`src/rtl/cpu_ctrl_pkg.sv`:
```
`default_nettype none
// ============================================================================
// Module      : cpu_ctrl_pkg
// Description : Control-word bit map, exception classes, stage record and
//               MIPS op/funct/rt/rs encodings shared by the decode pipeline.
// Revision    : 1.0 - initial release
// ============================================================================
package cpu_ctrl_pkg;

  localparam int c_ctrl_w = 13;

  localparam int c_b_memen     = 12;
  localparam int c_b_bal       = 11;
  localparam int c_b_jr        = 10;
  localparam int c_b_jal       = 9;
  localparam int c_b_regwrite  = 8;
  localparam int c_b_regdst    = 7;
  localparam int c_b_alusrc    = 6;
  localparam int c_b_branch    = 5;
  localparam int c_b_memwrite  = 4;
  localparam int c_b_memtoreg  = 3;
  localparam int c_b_jump      = 2;
  localparam int c_b_hilowrite = 1;
  localparam int c_b_cp0write  = 0;

  typedef logic [c_ctrl_w-1:0] ctrl_t;

  localparam ctrl_t c_m_memen     = ctrl_t'(1) << c_b_memen;
  localparam ctrl_t c_m_bal       = ctrl_t'(1) << c_b_bal;
  localparam ctrl_t c_m_jr        = ctrl_t'(1) << c_b_jr;
  localparam ctrl_t c_m_jal       = ctrl_t'(1) << c_b_jal;
  localparam ctrl_t c_m_regwrite  = ctrl_t'(1) << c_b_regwrite;
  localparam ctrl_t c_m_regdst    = ctrl_t'(1) << c_b_regdst;
  localparam ctrl_t c_m_alusrc    = ctrl_t'(1) << c_b_alusrc;
  localparam ctrl_t c_m_branch    = ctrl_t'(1) << c_b_branch;
  localparam ctrl_t c_m_memwrite  = ctrl_t'(1) << c_b_memwrite;
  localparam ctrl_t c_m_memtoreg  = ctrl_t'(1) << c_b_memtoreg;
  localparam ctrl_t c_m_jump      = ctrl_t'(1) << c_b_jump;
  localparam ctrl_t c_m_hilowrite = ctrl_t'(1) << c_b_hilowrite;
  localparam ctrl_t c_m_cp0write  = ctrl_t'(1) << c_b_cp0write;

  // Bits that change architectural state; cleared on an excepting instruction.
  localparam ctrl_t c_m_side_fx = c_m_regwrite | c_m_memen | c_m_memwrite
                                | c_m_hilowrite | c_m_cp0write;

  localparam ctrl_t c_cw_ralu   = c_m_regwrite | c_m_regdst;
  localparam ctrl_t c_cw_muldiv = c_m_regdst | c_m_hilowrite;
  localparam ctrl_t c_cw_mthilo = c_m_hilowrite;
  localparam ctrl_t c_cw_jr     = c_m_jr | c_m_jump;
  localparam ctrl_t c_cw_jalr   = c_m_jr | c_m_regwrite | c_m_regdst;
  localparam ctrl_t c_cw_imm    = c_m_regwrite | c_m_alusrc;
  localparam ctrl_t c_cw_load   = c_m_memen | c_m_regwrite | c_m_alusrc | c_m_memtoreg;
  localparam ctrl_t c_cw_store  = c_m_memen | c_m_alusrc | c_m_memwrite;
  localparam ctrl_t c_cw_branch = c_m_branch;
  localparam ctrl_t c_cw_bal    = c_m_bal | c_m_regwrite | c_m_branch;
  localparam ctrl_t c_cw_j      = c_m_jump;
  localparam ctrl_t c_cw_jal    = c_m_jal | c_m_regwrite;
  localparam ctrl_t c_cw_mfc0   = c_m_regwrite;
  localparam ctrl_t c_cw_mtc0   = c_m_cp0write;

  typedef enum logic [2:0] {
    EXC_NONE    = 3'd0,
    EXC_RI      = 3'd1,
    EXC_SYSCALL = 3'd2,
    EXC_BREAK   = 3'd3,
    EXC_ERET    = 3'd4
  } exc_e;

  typedef struct packed {
    logic  valid;
    exc_e  exc;
    ctrl_t ctrl;
  } stage_rec_t;

  typedef enum logic [1:0] {
    SEL_LOAD   = 2'd0,
    SEL_HOLD   = 2'd1,
    SEL_BUBBLE = 2'd2
  } stage_sel_e;

  // Primary opcodes
  localparam logic [5:0] c_op_special = 6'b000000;
  localparam logic [5:0] c_op_regimm  = 6'b000001;
  localparam logic [5:0] c_op_j       = 6'b000010;
  localparam logic [5:0] c_op_jal     = 6'b000011;
  localparam logic [5:0] c_op_beq     = 6'b000100;
  localparam logic [5:0] c_op_bne     = 6'b000101;
  localparam logic [5:0] c_op_blez    = 6'b000110;
  localparam logic [5:0] c_op_bgtz    = 6'b000111;
  localparam logic [5:0] c_op_addi    = 6'b001000;
  localparam logic [5:0] c_op_addiu   = 6'b001001;
  localparam logic [5:0] c_op_slti    = 6'b001010;
  localparam logic [5:0] c_op_sltiu   = 6'b001011;
  localparam logic [5:0] c_op_andi    = 6'b001100;
  localparam logic [5:0] c_op_ori     = 6'b001101;
  localparam logic [5:0] c_op_xori    = 6'b001110;
  localparam logic [5:0] c_op_lui     = 6'b001111;
  localparam logic [5:0] c_op_cop0    = 6'b010000;
  localparam logic [5:0] c_op_lb      = 6'b100000;
  localparam logic [5:0] c_op_lh      = 6'b100001;
  localparam logic [5:0] c_op_lw      = 6'b100011;
  localparam logic [5:0] c_op_lbu     = 6'b100100;
  localparam logic [5:0] c_op_lhu     = 6'b100101;
  localparam logic [5:0] c_op_sb      = 6'b101000;
  localparam logic [5:0] c_op_sh      = 6'b101001;
  localparam logic [5:0] c_op_sw      = 6'b101011;

  // SPECIAL funct codes
  localparam logic [5:0] c_fn_sll     = 6'b000000;
  localparam logic [5:0] c_fn_srl     = 6'b000010;
  localparam logic [5:0] c_fn_sra     = 6'b000011;
  localparam logic [5:0] c_fn_sllv    = 6'b000100;
  localparam logic [5:0] c_fn_srlv    = 6'b000110;
  localparam logic [5:0] c_fn_srav    = 6'b000111;
  localparam logic [5:0] c_fn_jr      = 6'b001000;
  localparam logic [5:0] c_fn_jalr    = 6'b001001;
  localparam logic [5:0] c_fn_syscall = 6'b001100;
  localparam logic [5:0] c_fn_break   = 6'b001101;
  localparam logic [5:0] c_fn_mfhi    = 6'b010000;
  localparam logic [5:0] c_fn_mthi    = 6'b010001;
  localparam logic [5:0] c_fn_mflo    = 6'b010010;
  localparam logic [5:0] c_fn_mtlo    = 6'b010011;
  localparam logic [5:0] c_fn_mult    = 6'b011000;
  localparam logic [5:0] c_fn_multu   = 6'b011001;
  localparam logic [5:0] c_fn_div     = 6'b011010;
  localparam logic [5:0] c_fn_divu    = 6'b011011;
  localparam logic [5:0] c_fn_add     = 6'b100000;
  localparam logic [5:0] c_fn_addu    = 6'b100001;
  localparam logic [5:0] c_fn_sub     = 6'b100010;
  localparam logic [5:0] c_fn_subu    = 6'b100011;
  localparam logic [5:0] c_fn_and     = 6'b100100;
  localparam logic [5:0] c_fn_or      = 6'b100101;
  localparam logic [5:0] c_fn_xor     = 6'b100110;
  localparam logic [5:0] c_fn_nor     = 6'b100111;
  localparam logic [5:0] c_fn_slt     = 6'b101010;
  localparam logic [5:0] c_fn_sltu    = 6'b101011;
  localparam logic [5:0] c_fn_eret    = 6'b011000;

  // REGIMM rt codes
  localparam logic [4:0] c_rt_bltz    = 5'b00000;
  localparam logic [4:0] c_rt_bgez    = 5'b00001;
  localparam logic [4:0] c_rt_bltzal  = 5'b10000;
  localparam logic [4:0] c_rt_bgezal  = 5'b10001;

  // COP0 rs codes
  localparam logic [4:0] c_rs_mfc0    = 5'b00000;
  localparam logic [4:0] c_rs_mtc0    = 5'b00100;
  localparam logic [4:0] c_rs_co      = 5'b10000;

endpackage
`default_nettype wire

```
`src/rtl/ctrl_decode_pipe_if.sv`:
```
`default_nettype none
// ============================================================================
// Module      : ctrl_decode_pipe_if
// Description : D-stage instruction fields, per-stage stall/flush and the
//               decoded/pipelined control outputs of ctrl_decode_pipe.
// Revision    : 1.0 - initial release
// ============================================================================
interface ctrl_decode_pipe_if #(
  parameter int N_STAGES = 3,
  parameter int CNT_W    = 32
);
  import cpu_ctrl_pkg::*;

  logic                           i_valid_d;
  logic [5:0]                     i_op;
  logic [5:0]                     i_funct;
  logic [4:0]                     i_rs_d;
  logic [4:0]                     i_rt_d;
  logic [N_STAGES-1:0]            i_stall;
  logic [N_STAGES-1:0]            i_flush;
  logic [c_ctrl_w-1:0]            o_ctrl_d;
  logic [2:0]                     o_exc_d;
  logic [c_ctrl_w*N_STAGES-1:0]   o_ctrl_q;
  logic [N_STAGES-1:0]            o_valid_q;
  logic [3*N_STAGES-1:0]          o_exc_q;
  logic                           o_exc_valid;
  logic [2:0]                     o_exc_code;
  logic [CNT_W-1:0]               o_retired;

  modport slave (
    input  i_valid_d, i_op, i_funct, i_rs_d, i_rt_d, i_stall, i_flush,
    output o_ctrl_d, o_exc_d, o_ctrl_q, o_valid_q, o_exc_q,
           o_exc_valid, o_exc_code, o_retired
  );

  modport master (
    output i_valid_d, i_op, i_funct, i_rs_d, i_rt_d, i_stall, i_flush,
    input  o_ctrl_d, o_exc_d, o_ctrl_q, o_valid_q, o_exc_q,
           o_exc_valid, o_exc_code, o_retired
  );

endinterface
`default_nettype wire

```
`src/rtl/ctrl_stage_reg.sv`:
```
`default_nettype none
// ============================================================================
// Module      : ctrl_stage_reg
// Description : One pipeline stage record {valid, exc, ctrl} with
//               load / hold / bubble select.
// Revision    : 1.0 - initial release
// ============================================================================
module ctrl_stage_reg
  import cpu_ctrl_pkg::*;
(
  input  wire logic       clk,
  input  wire logic       rst_n,
  input  wire stage_sel_e i_sel,
  input  wire stage_rec_t i_d,
  output stage_rec_t      o_q
);

  stage_rec_t r_q;

  always_ff @(posedge clk or negedge rst_n) begin
    if (!rst_n) begin
      r_q <= '0;
    end else begin
      case (i_sel)
        SEL_LOAD:   r_q <= i_d;
        SEL_BUBBLE: r_q <= '0;
        default:    r_q <= r_q;
      endcase
    end
  end

  assign o_q = r_q;

endmodule
`default_nettype wire

```
`src/rtl/ctrl_decode_pipe.sv`:
```
`default_nettype none
// ============================================================================
// Module      : ctrl_decode_pipe
// Description : MIPS main decoder plus N_STAGES control pipeline with bubble
//               insertion, exception squash/masking and retire counter.
// Revision    : 1.0 - initial release
// ============================================================================
module ctrl_decode_pipe
  import cpu_ctrl_pkg::*;
#(
  parameter int N_STAGES  = 3,
  parameter int EXC_STAGE = 1,
  parameter int CNT_W     = 32
) (
  input wire logic          clk,
  input wire logic          rst_n,
  ctrl_decode_pipe_if.slave bus
);

  ctrl_t                        w_ctrl_d;
  exc_e                         w_exc_d;
  stage_rec_t                   w_rec_d;
  stage_rec_t                   w_q [N_STAGES];
  logic [N_STAGES-1:0]          w_squash;
  logic                         w_exc_valid;
  logic                         w_retire;
  logic [c_ctrl_w*N_STAGES-1:0] w_ctrl_q;
  logic [N_STAGES-1:0]          w_valid_q;
  logic [3*N_STAGES-1:0]        w_exc_q;
  logic [CNT_W-1:0]             r_retired;

  always_comb begin
    w_ctrl_d = '0;
    w_exc_d  = EXC_NONE;
    if (bus.i_valid_d) begin
      case (bus.i_op)
        c_op_special: begin
          case (bus.i_funct)
            c_fn_sll, c_fn_srl, c_fn_sra, c_fn_sllv, c_fn_srlv, c_fn_srav,
            c_fn_mfhi, c_fn_mflo, c_fn_add, c_fn_addu, c_fn_sub, c_fn_subu,
            c_fn_and, c_fn_or, c_fn_xor, c_fn_nor, c_fn_slt, c_fn_sltu:
              w_ctrl_d = c_cw_ralu;
            c_fn_mult, c_fn_multu, c_fn_div, c_fn_divu:
              w_ctrl_d = c_cw_muldiv;
            c_fn_mthi, c_fn_mtlo: w_ctrl_d = c_cw_mthilo;
            c_fn_jr:              w_ctrl_d = c_cw_jr;
            c_fn_jalr:            w_ctrl_d = c_cw_jalr;
            c_fn_syscall:         w_exc_d  = EXC_SYSCALL;
            c_fn_break:           w_exc_d  = EXC_BREAK;
            default:              w_exc_d  = EXC_RI;
          endcase
        end
        c_op_regimm: begin
          case (bus.i_rt_d)
            c_rt_bltz, c_rt_bgez:     w_ctrl_d = c_cw_branch;
            c_rt_bltzal, c_rt_bgezal: w_ctrl_d = c_cw_bal;
            default:                  w_exc_d  = EXC_RI;
          endcase
        end
        c_op_j:   w_ctrl_d = c_cw_j;
        c_op_jal: w_ctrl_d = c_cw_jal;
        c_op_beq, c_op_bne, c_op_blez, c_op_bgtz:
          w_ctrl_d = c_cw_branch;
        c_op_addi, c_op_addiu, c_op_slti, c_op_sltiu,
        c_op_andi, c_op_ori, c_op_xori, c_op_lui:
          w_ctrl_d = c_cw_imm;
        c_op_lb, c_op_lh, c_op_lw, c_op_lbu, c_op_lhu:
          w_ctrl_d = c_cw_load;
        c_op_sb, c_op_sh, c_op_sw:
          w_ctrl_d = c_cw_store;
        c_op_cop0: begin
          case (bus.i_rs_d)
            c_rs_mfc0: w_ctrl_d = c_cw_mfc0;
            c_rs_mtc0: w_ctrl_d = c_cw_mtc0;
            c_rs_co: begin
              if (bus.i_funct == c_fn_eret) w_exc_d = EXC_ERET;
              else                          w_exc_d = EXC_RI;
            end
            default: w_exc_d = EXC_RI;
          endcase
        end
        default: w_exc_d = EXC_RI;
      endcase
    end
  end

  assign w_rec_d     = {bus.i_valid_d, w_exc_d, w_ctrl_d};
  assign w_exc_valid = w_q[EXC_STAGE].valid && (w_q[EXC_STAGE].exc != EXC_NONE);

  // Everything younger than the excepting stage is turned into a bubble.
  always_comb begin
    w_squash = '0;
    for (int i = 0; i < N_STAGES; i++) begin
      if (i < EXC_STAGE) w_squash[i] = w_exc_valid;
    end
  end

  for (genvar gi = 0; gi < N_STAGES; gi++) begin : g_stage
    stage_rec_t w_up;
    logic       w_up_stall;
    stage_sel_e w_sel;

    if (gi == 0) begin : g_head
      assign w_up       = w_exc_valid ? stage_rec_t'('0) : w_rec_d;
      assign w_up_stall = 1'b0;
    end else begin : g_tail
      assign w_up       = w_q[gi-1];
      assign w_up_stall = bus.i_stall[gi-1];
    end

    always_comb begin
      w_sel = SEL_LOAD;
      if (bus.i_flush[gi] || w_squash[gi]) w_sel = SEL_BUBBLE;
      else if (bus.i_stall[gi])            w_sel = SEL_HOLD;
      else if (w_up_stall)                 w_sel = SEL_BUBBLE;
    end

    ctrl_stage_reg u_reg (
      .clk   (clk),
      .rst_n (rst_n),
      .i_sel (w_sel),
      .i_d   (w_up),
      .o_q   (w_q[gi])
    );
  end

  always_comb begin
    w_ctrl_q  = '0;
    w_valid_q = '0;
    w_exc_q   = '0;
    for (int i = 0; i < N_STAGES; i++) begin
      w_ctrl_q[i*c_ctrl_w +: c_ctrl_w] = w_q[i].ctrl;
      w_valid_q[i]                     = w_q[i].valid;
      w_exc_q[i*3 +: 3]                = w_q[i].exc;
    end
    if (w_exc_valid) begin
      w_ctrl_q[EXC_STAGE*c_ctrl_w +: c_ctrl_w] = w_q[EXC_STAGE].ctrl & ~c_m_side_fx;
    end
  end

  assign w_retire = w_q[N_STAGES-1].valid && !bus.i_stall[N_STAGES-1]
                    && !bus.i_flush[N_STAGES-1];

  always_ff @(posedge clk or negedge rst_n) begin
    if (!rst_n) begin
      r_retired <= '0;
    end else if (w_retire) begin
      r_retired <= r_retired + CNT_W'(1);
    end
  end

  assign bus.o_ctrl_d    = w_ctrl_d;
  assign bus.o_exc_d     = w_exc_d;
  assign bus.o_ctrl_q    = w_ctrl_q;
  assign bus.o_valid_q   = w_valid_q;
  assign bus.o_exc_q     = w_exc_q;
  assign bus.o_exc_valid = w_exc_valid;
  assign bus.o_exc_code  = w_exc_valid ? w_q[EXC_STAGE].exc : EXC_NONE;
  assign bus.o_retired   = r_retired;

endmodule
`default_nettype wire

```
`src/flat_wrapper.sv`:
```
// flat-port wrapper written by rule: the top's interface ports become plain ports
module ctrl_decode_pipe_flat import cpu_ctrl_pkg::*;
#(
  parameter int N_STAGES  = 3,
  parameter int EXC_STAGE = 1,
  parameter int CNT_W     = 32
)
  (clk, rst_n, bus_i_valid_d, bus_i_op, bus_i_funct, bus_i_rs_d, bus_i_rt_d, bus_i_stall, bus_i_flush, bus_o_ctrl_d, bus_o_exc_d, bus_o_ctrl_q, bus_o_valid_q, bus_o_exc_q, bus_o_exc_valid, bus_o_exc_code, bus_o_retired);
  ctrl_decode_pipe_if #(.N_STAGES(N_STAGES), .CNT_W(CNT_W)) bus_i ();
  input wire logic clk;
  input wire logic rst_n;
  input wire logic [$bits(bus_i.i_valid_d)-1:0] bus_i_valid_d;
  input wire logic [$bits(bus_i.i_op)-1:0] bus_i_op;
  input wire logic [$bits(bus_i.i_funct)-1:0] bus_i_funct;
  input wire logic [$bits(bus_i.i_rs_d)-1:0] bus_i_rs_d;
  input wire logic [$bits(bus_i.i_rt_d)-1:0] bus_i_rt_d;
  input wire logic [$bits(bus_i.i_stall)-1:0] bus_i_stall;
  input wire logic [$bits(bus_i.i_flush)-1:0] bus_i_flush;
  output wire logic [$bits(bus_i.o_ctrl_d)-1:0] bus_o_ctrl_d;
  output wire logic [$bits(bus_i.o_exc_d)-1:0] bus_o_exc_d;
  output wire logic [$bits(bus_i.o_ctrl_q)-1:0] bus_o_ctrl_q;
  output wire logic [$bits(bus_i.o_valid_q)-1:0] bus_o_valid_q;
  output wire logic [$bits(bus_i.o_exc_q)-1:0] bus_o_exc_q;
  output wire logic [$bits(bus_i.o_exc_valid)-1:0] bus_o_exc_valid;
  output wire logic [$bits(bus_i.o_exc_code)-1:0] bus_o_exc_code;
  output wire logic [$bits(bus_i.o_retired)-1:0] bus_o_retired;
  assign bus_i.i_valid_d = bus_i_valid_d;
  assign bus_i.i_op = bus_i_op;
  assign bus_i.i_funct = bus_i_funct;
  assign bus_i.i_rs_d = bus_i_rs_d;
  assign bus_i.i_rt_d = bus_i_rt_d;
  assign bus_i.i_stall = bus_i_stall;
  assign bus_i.i_flush = bus_i_flush;
  assign bus_o_ctrl_d = bus_i.o_ctrl_d;
  assign bus_o_exc_d = bus_i.o_exc_d;
  assign bus_o_ctrl_q = bus_i.o_ctrl_q;
  assign bus_o_valid_q = bus_i.o_valid_q;
  assign bus_o_exc_q = bus_i.o_exc_q;
  assign bus_o_exc_valid = bus_i.o_exc_valid;
  assign bus_o_exc_code = bus_i.o_exc_code;
  assign bus_o_retired = bus_i.o_retired;
  ctrl_decode_pipe #(.N_STAGES(N_STAGES), .EXC_STAGE(EXC_STAGE), .CNT_W(CNT_W)) u_core (.clk(clk), .rst_n(rst_n), .bus(bus_i));
endmodule
```
`config.mk`:
```
export PLATFORM = sky130hd
export DESIGN_NAME = ctrl_decode_pipe_flat
export DESIGN_NICKNAME = d
export VERILOG_FILES = /design/src/rtl/cpu_ctrl_pkg.sv /design/src/rtl/ctrl_decode_pipe_if.sv /design/src/rtl/ctrl_stage_reg.sv /design/src/rtl/ctrl_decode_pipe.sv /design/src/flat_wrapper.sv
export SDC_FILE = /design/constraint.sdc
export NUM_CORES = 1
export LEC_CHECK = 0
export ABC_AREA = 0
export BUFFER_PORTS_ARGS = -buffer_cell sky130_fd_sc_hd__buf_2
export CAP_MARGIN = 20
export CORE_MARGIN = 5
export CORE_UTILIZATION = 45
export DETAILED_ROUTE_END_ITERATION = 8
export PLACE_DENSITY = 0.75
export SLEW_MARGIN = 10
export SYNTH_ARGS = -nofsm -noshare
export SYNTH_HDL_FRONTEND = slang
export SYNTH_HIERARCHICAL = 1
export SYNTH_SLANG_ARGS = --single-unit
```
`constraint.sdc`:
```
create_clock -name clk -period 4.7 [get_ports clk]
set_input_delay 0.705 -clock clk [delete_from_list [all_inputs] [get_ports clk]]
set_output_delay 0.705 -clock clk [all_outputs]
set_load 0.005 [all_outputs]
```
After elaboration in Yosys (flattened, before gate mapping)
Cells that the tools add are included.
{"block": "word_totals", "ff_bits": 83, "in_bits": 31, "output_inout_bits": 103, "wordCells": 125}
{"block": "op_classes", "addsub": 1, "n_eq_ne": 59, "n_mux": 25, "n_reduce_logical": 30}
{"cell": "13-bit one-hot mux with 9 select lines", "count": 1}
{"cell": "6-bit equality test, second input constant", "count": 18}
{"cell": "17-bit one-hot mux with 2 select lines", "count": 3}
{"cell": "6-bit by 4-bit equality test with 1-bit output, second input constant", "count": 12}
{"cell": "11-bit one-hot mux with 5 select lines", "count": 1}
{"cell": "6-bit by 5-bit equality test with 1-bit output, second input constant", "count": 9}
{"cell": "6-bit by 3-bit equality test with 1-bit output, second input constant", "count": 7}
{"cell": "32-bit by 1-bit adder with 32-bit output, second input constant", "count": 1}
{"cell": "13-bit 2-to-1 mux", "count": 2}
{"cell": "26-bit OR reduction", "count": 1}
{"cell": "6-bit by 2-bit equality test with 1-bit output, second input constant", "count": 4}
{"cell": "12-bit one-hot mux with 2 select lines", "count": 1}
{"cell": "22-bit OR reduction", "count": 1}
{"cell": "9-bit one-hot mux with 2 select lines", "count": 1}
{"cell": "18-bit OR reduction", "count": 1}
{"cell": "17-bit 2-to-1 mux", "count": 1}
{"cell": "5-bit equality test, second input constant", "count": 3}
{"cell": "2-bit 2-to-1 mux", "count": 7}
{"cell": "6-bit logical NOT", "count": 2}
{"cell": "3-bit one-hot mux with 4 select lines", "count": 1}
{"cell": "4-bit OR reduction", "count": 3}
{"cell": "5-bit logical NOT", "count": 2}
{"cell": "3-bit 2-to-1 mux", "count": 3}
{"cell": "2-bit OR reduction", "count": 4}
{"cell": "other kinds (16)", "count": 26}

Logic depth before layout (Yosys ltp)
{"block": "logic_depth", "word_depth": 7, "ltp_mapped": 7, "depth_no_buf": 6}

Cells and area by module
Netlist, hierarchy kept.
{"mod": "ctrl_decode_pipe", "instances": 1, "cells_each": 254, "area_per_inst_um2": 2175.8, "seq_area_each_um2": 800.8}
{"mod": "ctrl_stage_reg", "instances": 3, "cells_each": 38, "area_per_inst_um2": 634.4, "seq_area_each_um2": 425.4}

Worst setup path after synthesis
OpenSTA, ideal clock, no wires.
{"block": "synth_path", "path_kind": "input to output", "from": "in bus_i_op[5]", "to": "out bus_o_exc_d[0]", "t_arrival_ps": 1834, "required_ps": 3995, "path_slack_ps": 2161, "stages": 6, "path_buffers": 1, "cell_sequence": "clkbuf_1 nor4b_1 nand2_1 o32a_1 o311a_1 nor2b_1"}
{"block": "synth_via", "elab_chain_cells": 4, "word_cells_on_any_way": 28, "cone_classes": "eq/ne (24); mux (2); reduce/logical (2)"}
{"element": "from (decl)", "line": "flat_wrapper.sv:13", "rtl": "input wire logic [$bits(bus_i.i_op)-1:0] bus_i_op;"}
{"element": "6-bit by 2-bit equality test with 1-bit output, or another cell as far along", "line": "ctrl_decode_pipe.sv:36", "rtl": "case (bus.i_op)"}
{"element": "22-bit OR reduction (no line)"}
{"element": "3-bit one-hot mux with 4 select lines *", "line": "ctrl_decode_pipe.sv:36"}
{"element": "3-bit 2-to-1 mux *", "line": "ctrl_decode_pipe.sv:35", "rtl": "if (bus.i_valid_d) begin"}
{"element": "to (decl)", "line": "flat_wrapper.sv:20", "rtl": "output wire logic [$bits(bus_i.o_exc_d)-1:0] bus_o_exc_d;"}
Mark *: on every way between the ends. The rest lies on a longest branch, timed or not.

Worst setup path in the final report
{"block": "layout_path", "from": "in bus_i_op[3]", "to": "out bus_o_exc_d[0]"}
The elaborated chain is that of the path after synthesis.

==> results.py <==
metrics = {
    "yosys": {
        "synth-edff-count": 0,
        "synthXorXnorAreaFrac": 0.0666,
        "syn_area_per_cell_sq_um": 11.1,
        "synth_cell_type_count": 51,
        "yosysTopAreaCellShare": 0.509,
        "synth-compound-area-share": 0.169,
        "ys_seq_elements": 83,
        "yosysMostFrequentCell": "dfrtp_1",
        "synth.yosys.seq_area_share": 0.509,
        "ys_warn_count": 6,
        "synthSimpleGateAreaFrac": 0.210,
        "async_flop_share": 1.00,
        "syn_inst": 368,
        "syn_area_sq_um": 4080,
        "yosys.area.top_type": "dfrtp_1",
        "synthFlopType": "dfrtp_1",
        "synth_nets": 400,
        "synth_top_family_by_area": "simple AND/OR/NAND/NOR gates",
        "muxShareOfSynthArea": 0.00245,
        "synth-adder-area-share": 0.00307,
        "synthTopCellsByCount": "dfrtp_1 (83), a22o_1 (30), nor2_1 (28)",
        "yosys-top-cells-area": "dfrtp_1 (51%), a22o_1 (6.4%), xnor2_1 (5.6%), a22o_2 (5.2%), nor2_1 (2.6%)",
    },
    "critical_path": {
        "timing.critical_path.required_ns": 3.99,
        "crit_arrival_ns": 2.24,
        "cp-start-kind": "input port",
        "r2r_slack_ns": 2.41,
        "worst-setup-path-type": "input port to output pin",
        "cp_max_fo": 12,
        "endpoint_kind": "output pin",
    },
    "routing": {
        "drc_errors": 0,
        "wl_per_cell_um": 16.6,
        "drtIter0Drc": 148,
        "wirelength_um": 10100,
        "viasPerCell": 5.43,
        "vias": 3326,
        "antenna_left": 0,
        "dr.pass1.iters": 5,
    },
    "clocking": {
        "cts_sinks": 83,
        "insertion_delay_ns": 0.35,
        "cts_buffers": 9,
        "htreeDepth": 3,
        "post_cts_buffers": 0,
        "ctsResizeCount": 0,
        "clk_pin_slew_ns": 0.08,
        "cts_tree": "done",
        "root_buffer": "clkbuf_8",
        "clk_path_buf_depth": 2,
        "hold_buffers": 0,
    },
    "layout": {
        "utilization": 0.571,
        "fin_nets": 531,
        "area_delta_synth_final_pct": 22.6,
        "n_antenna_cell": 0,
        "drive_gt1_frac": 0.367,
        "fillerInstances": 786,
    },
    "global_routing": {
        "grt_overflow_total": 0,
        "grt_pass1_wl_um": 16700,
        "grt_max_degree": 84,
        "antenna_found_initial": 0,
        "grt_use_total": 0.182,
        "grt_pass1_vias": 3304,
    },
    "die": {
        "ios": 134,
        "die_x_um": 105,
        "start_util": 0.465,
        "rows": 34,
        "die-area_sq_um": 11100,
        "core_area_sq_um": 8760,
        "die_h_um": 105,
    },
    "sta": {
        "hold_violations": 0,
        "setup_ws_ns": 1.75,
        "setup_viol": 0,
        "skew_ns": 0.00832,
        "fmax_mhz": 339,
        "rsz0062_at_grt": "no",
        "finalSetupTns_ns": 0,
        "relSlewSlack": 0.548,
        "slew_violations": 0,
        "tightest_slew_ns": 0.672,
        "finalCritPeriodShare": 0.627,
        "fin_crit_ns": 2.95,
    },
    "placed_design": {
        "dpl_worst_slack_ns": 1.76,
        "hpwl_um": 7680,
        "place_congestion": 0.869,
        "place.port_buffers": 132,
    },
    "pwr": {
        "vdd_drop_max_v": 0.000122,
        "pwr_density_cell_nw_per_um2": 272,
        "power_leakage_nw": 2.68,
    },
    "run": {
        "drv_cap": 0,
    },
    "worst_hold_path": {
        "min_path_type": "input port to async pin",
    },
    "outcome": {
        "status": "completed",
    },
}
-- where the power goes --
| part | internal, mW | total (mW) | switching (mW) | leakage (nW) |
|---|---|---|---|---|
| clock | 0.257 | 0.501 | 0.243 | 0.0991 |
| combinational | 0.0474 | 0.126 | 0.0788 | 1.42 |
| sequential | 0.722 | 0.733 | 0.0109 | 1.16 |
-- per-layer routing --
layer	GRT usage	share of wire	up-vias
met5	0	0	-
met4	0.0639	0.014	0
met3	0.0456	0.069	16
met2	0.291	0.47	121
met1	0.241	0.45	1590
li1	-	-	1599
-- worst paths after layout --
path | start | endpoint | cells past startpoint
worst min-delay path | rst_n | u_core/bus.o_retired[10] | 1
min in group clk | u_core/bus.o_retired[31] | u_core/bus.o_retired[31] | 1
max in group asynchronous | rst_n | u_core/g_stage[1].u_reg/o_q[5] | 2
worst max-delay path | bus_i_op[3] | bus_o_exc_d[0] | 6
worst max register to register | u_core/g_stage[1].u_reg/o_q[13] | u_core/g_stage[0].u_reg/o_q[15] | 7
worst min register to register | u_core/bus.o_retired[31] | u_core/bus.o_retired[31] | 1
-- state kept, by name, summed over array words and instances (netlist names) --
name,cells
u_core/g_stage.u_reg/o_q,51
u_core/bus.o_retired,32
-- cells by family after synthesis --
family                     count (synthesis)
and+or+nand+nor                          142
DFF                                       83
xor gates and xnor gates                  31
AOI/OAI and AO/OA                         84
buffers and inverters                     26
adders and majority gates                  1
muxes                                      1
-- worst max-delay path: stages --
cell and delay (ns):
buf_2 0.18, nor4_4 0.41, nand3_1 0.27, o311a_1 0.44
nor2b_1 0.11, buf_2 0.12
-- cell type report --
cell class / instances / area (sq um) / area share
repair buffers: 137 / 721 / 0.144
well taps: 108 / 135 / 0.0270
multi-input cells: 259 / 1840 / 0.368
clock buffers: 11 / 141 / 0.0283
clock inverters: 5 / 52.6 / 0.0105
inverters: 9 / 33.8 / 0.00675
flip-flops and latches: 83 / 2080 / 0.415
-- through the flow --
stage	hold slack [ns]	instance area, sq um	std cells	power, mW
finish	0.290	5000	612	1.36
detailed placement	0.460	4780	595	0.872
global placement	0.455	4780	595	0.869
CTS	0.472	4970	611	1.37
global route	0.314	5000	612	1.42
floorplan	0.409	4080	368	0.820
-- cell usage in the layout (no fill, tap or decap), types with 3 or more instances in the layout --
cell type	count
a21oi_1	10
a22o_1	30
a22o_2	21
and2_1	14
and3_1	4
and4_1	7
buf_2	131
buf_4	5
clkbuf_8	10
clkinv_2	3
dfrtp_1	83
inv_1	8
nand2_1	27
nand3_1	12
nand3b_1	3
nand4_1	7
nor2_1	28
nor2_8	3
nor2b_1	7
nor3_1	10
nor4_1	5
o21ai_0	7
o21bai_1	4
xnor2_1	26
xor2_1	5
Note: power is estimated with default switching activity, not from simulation.
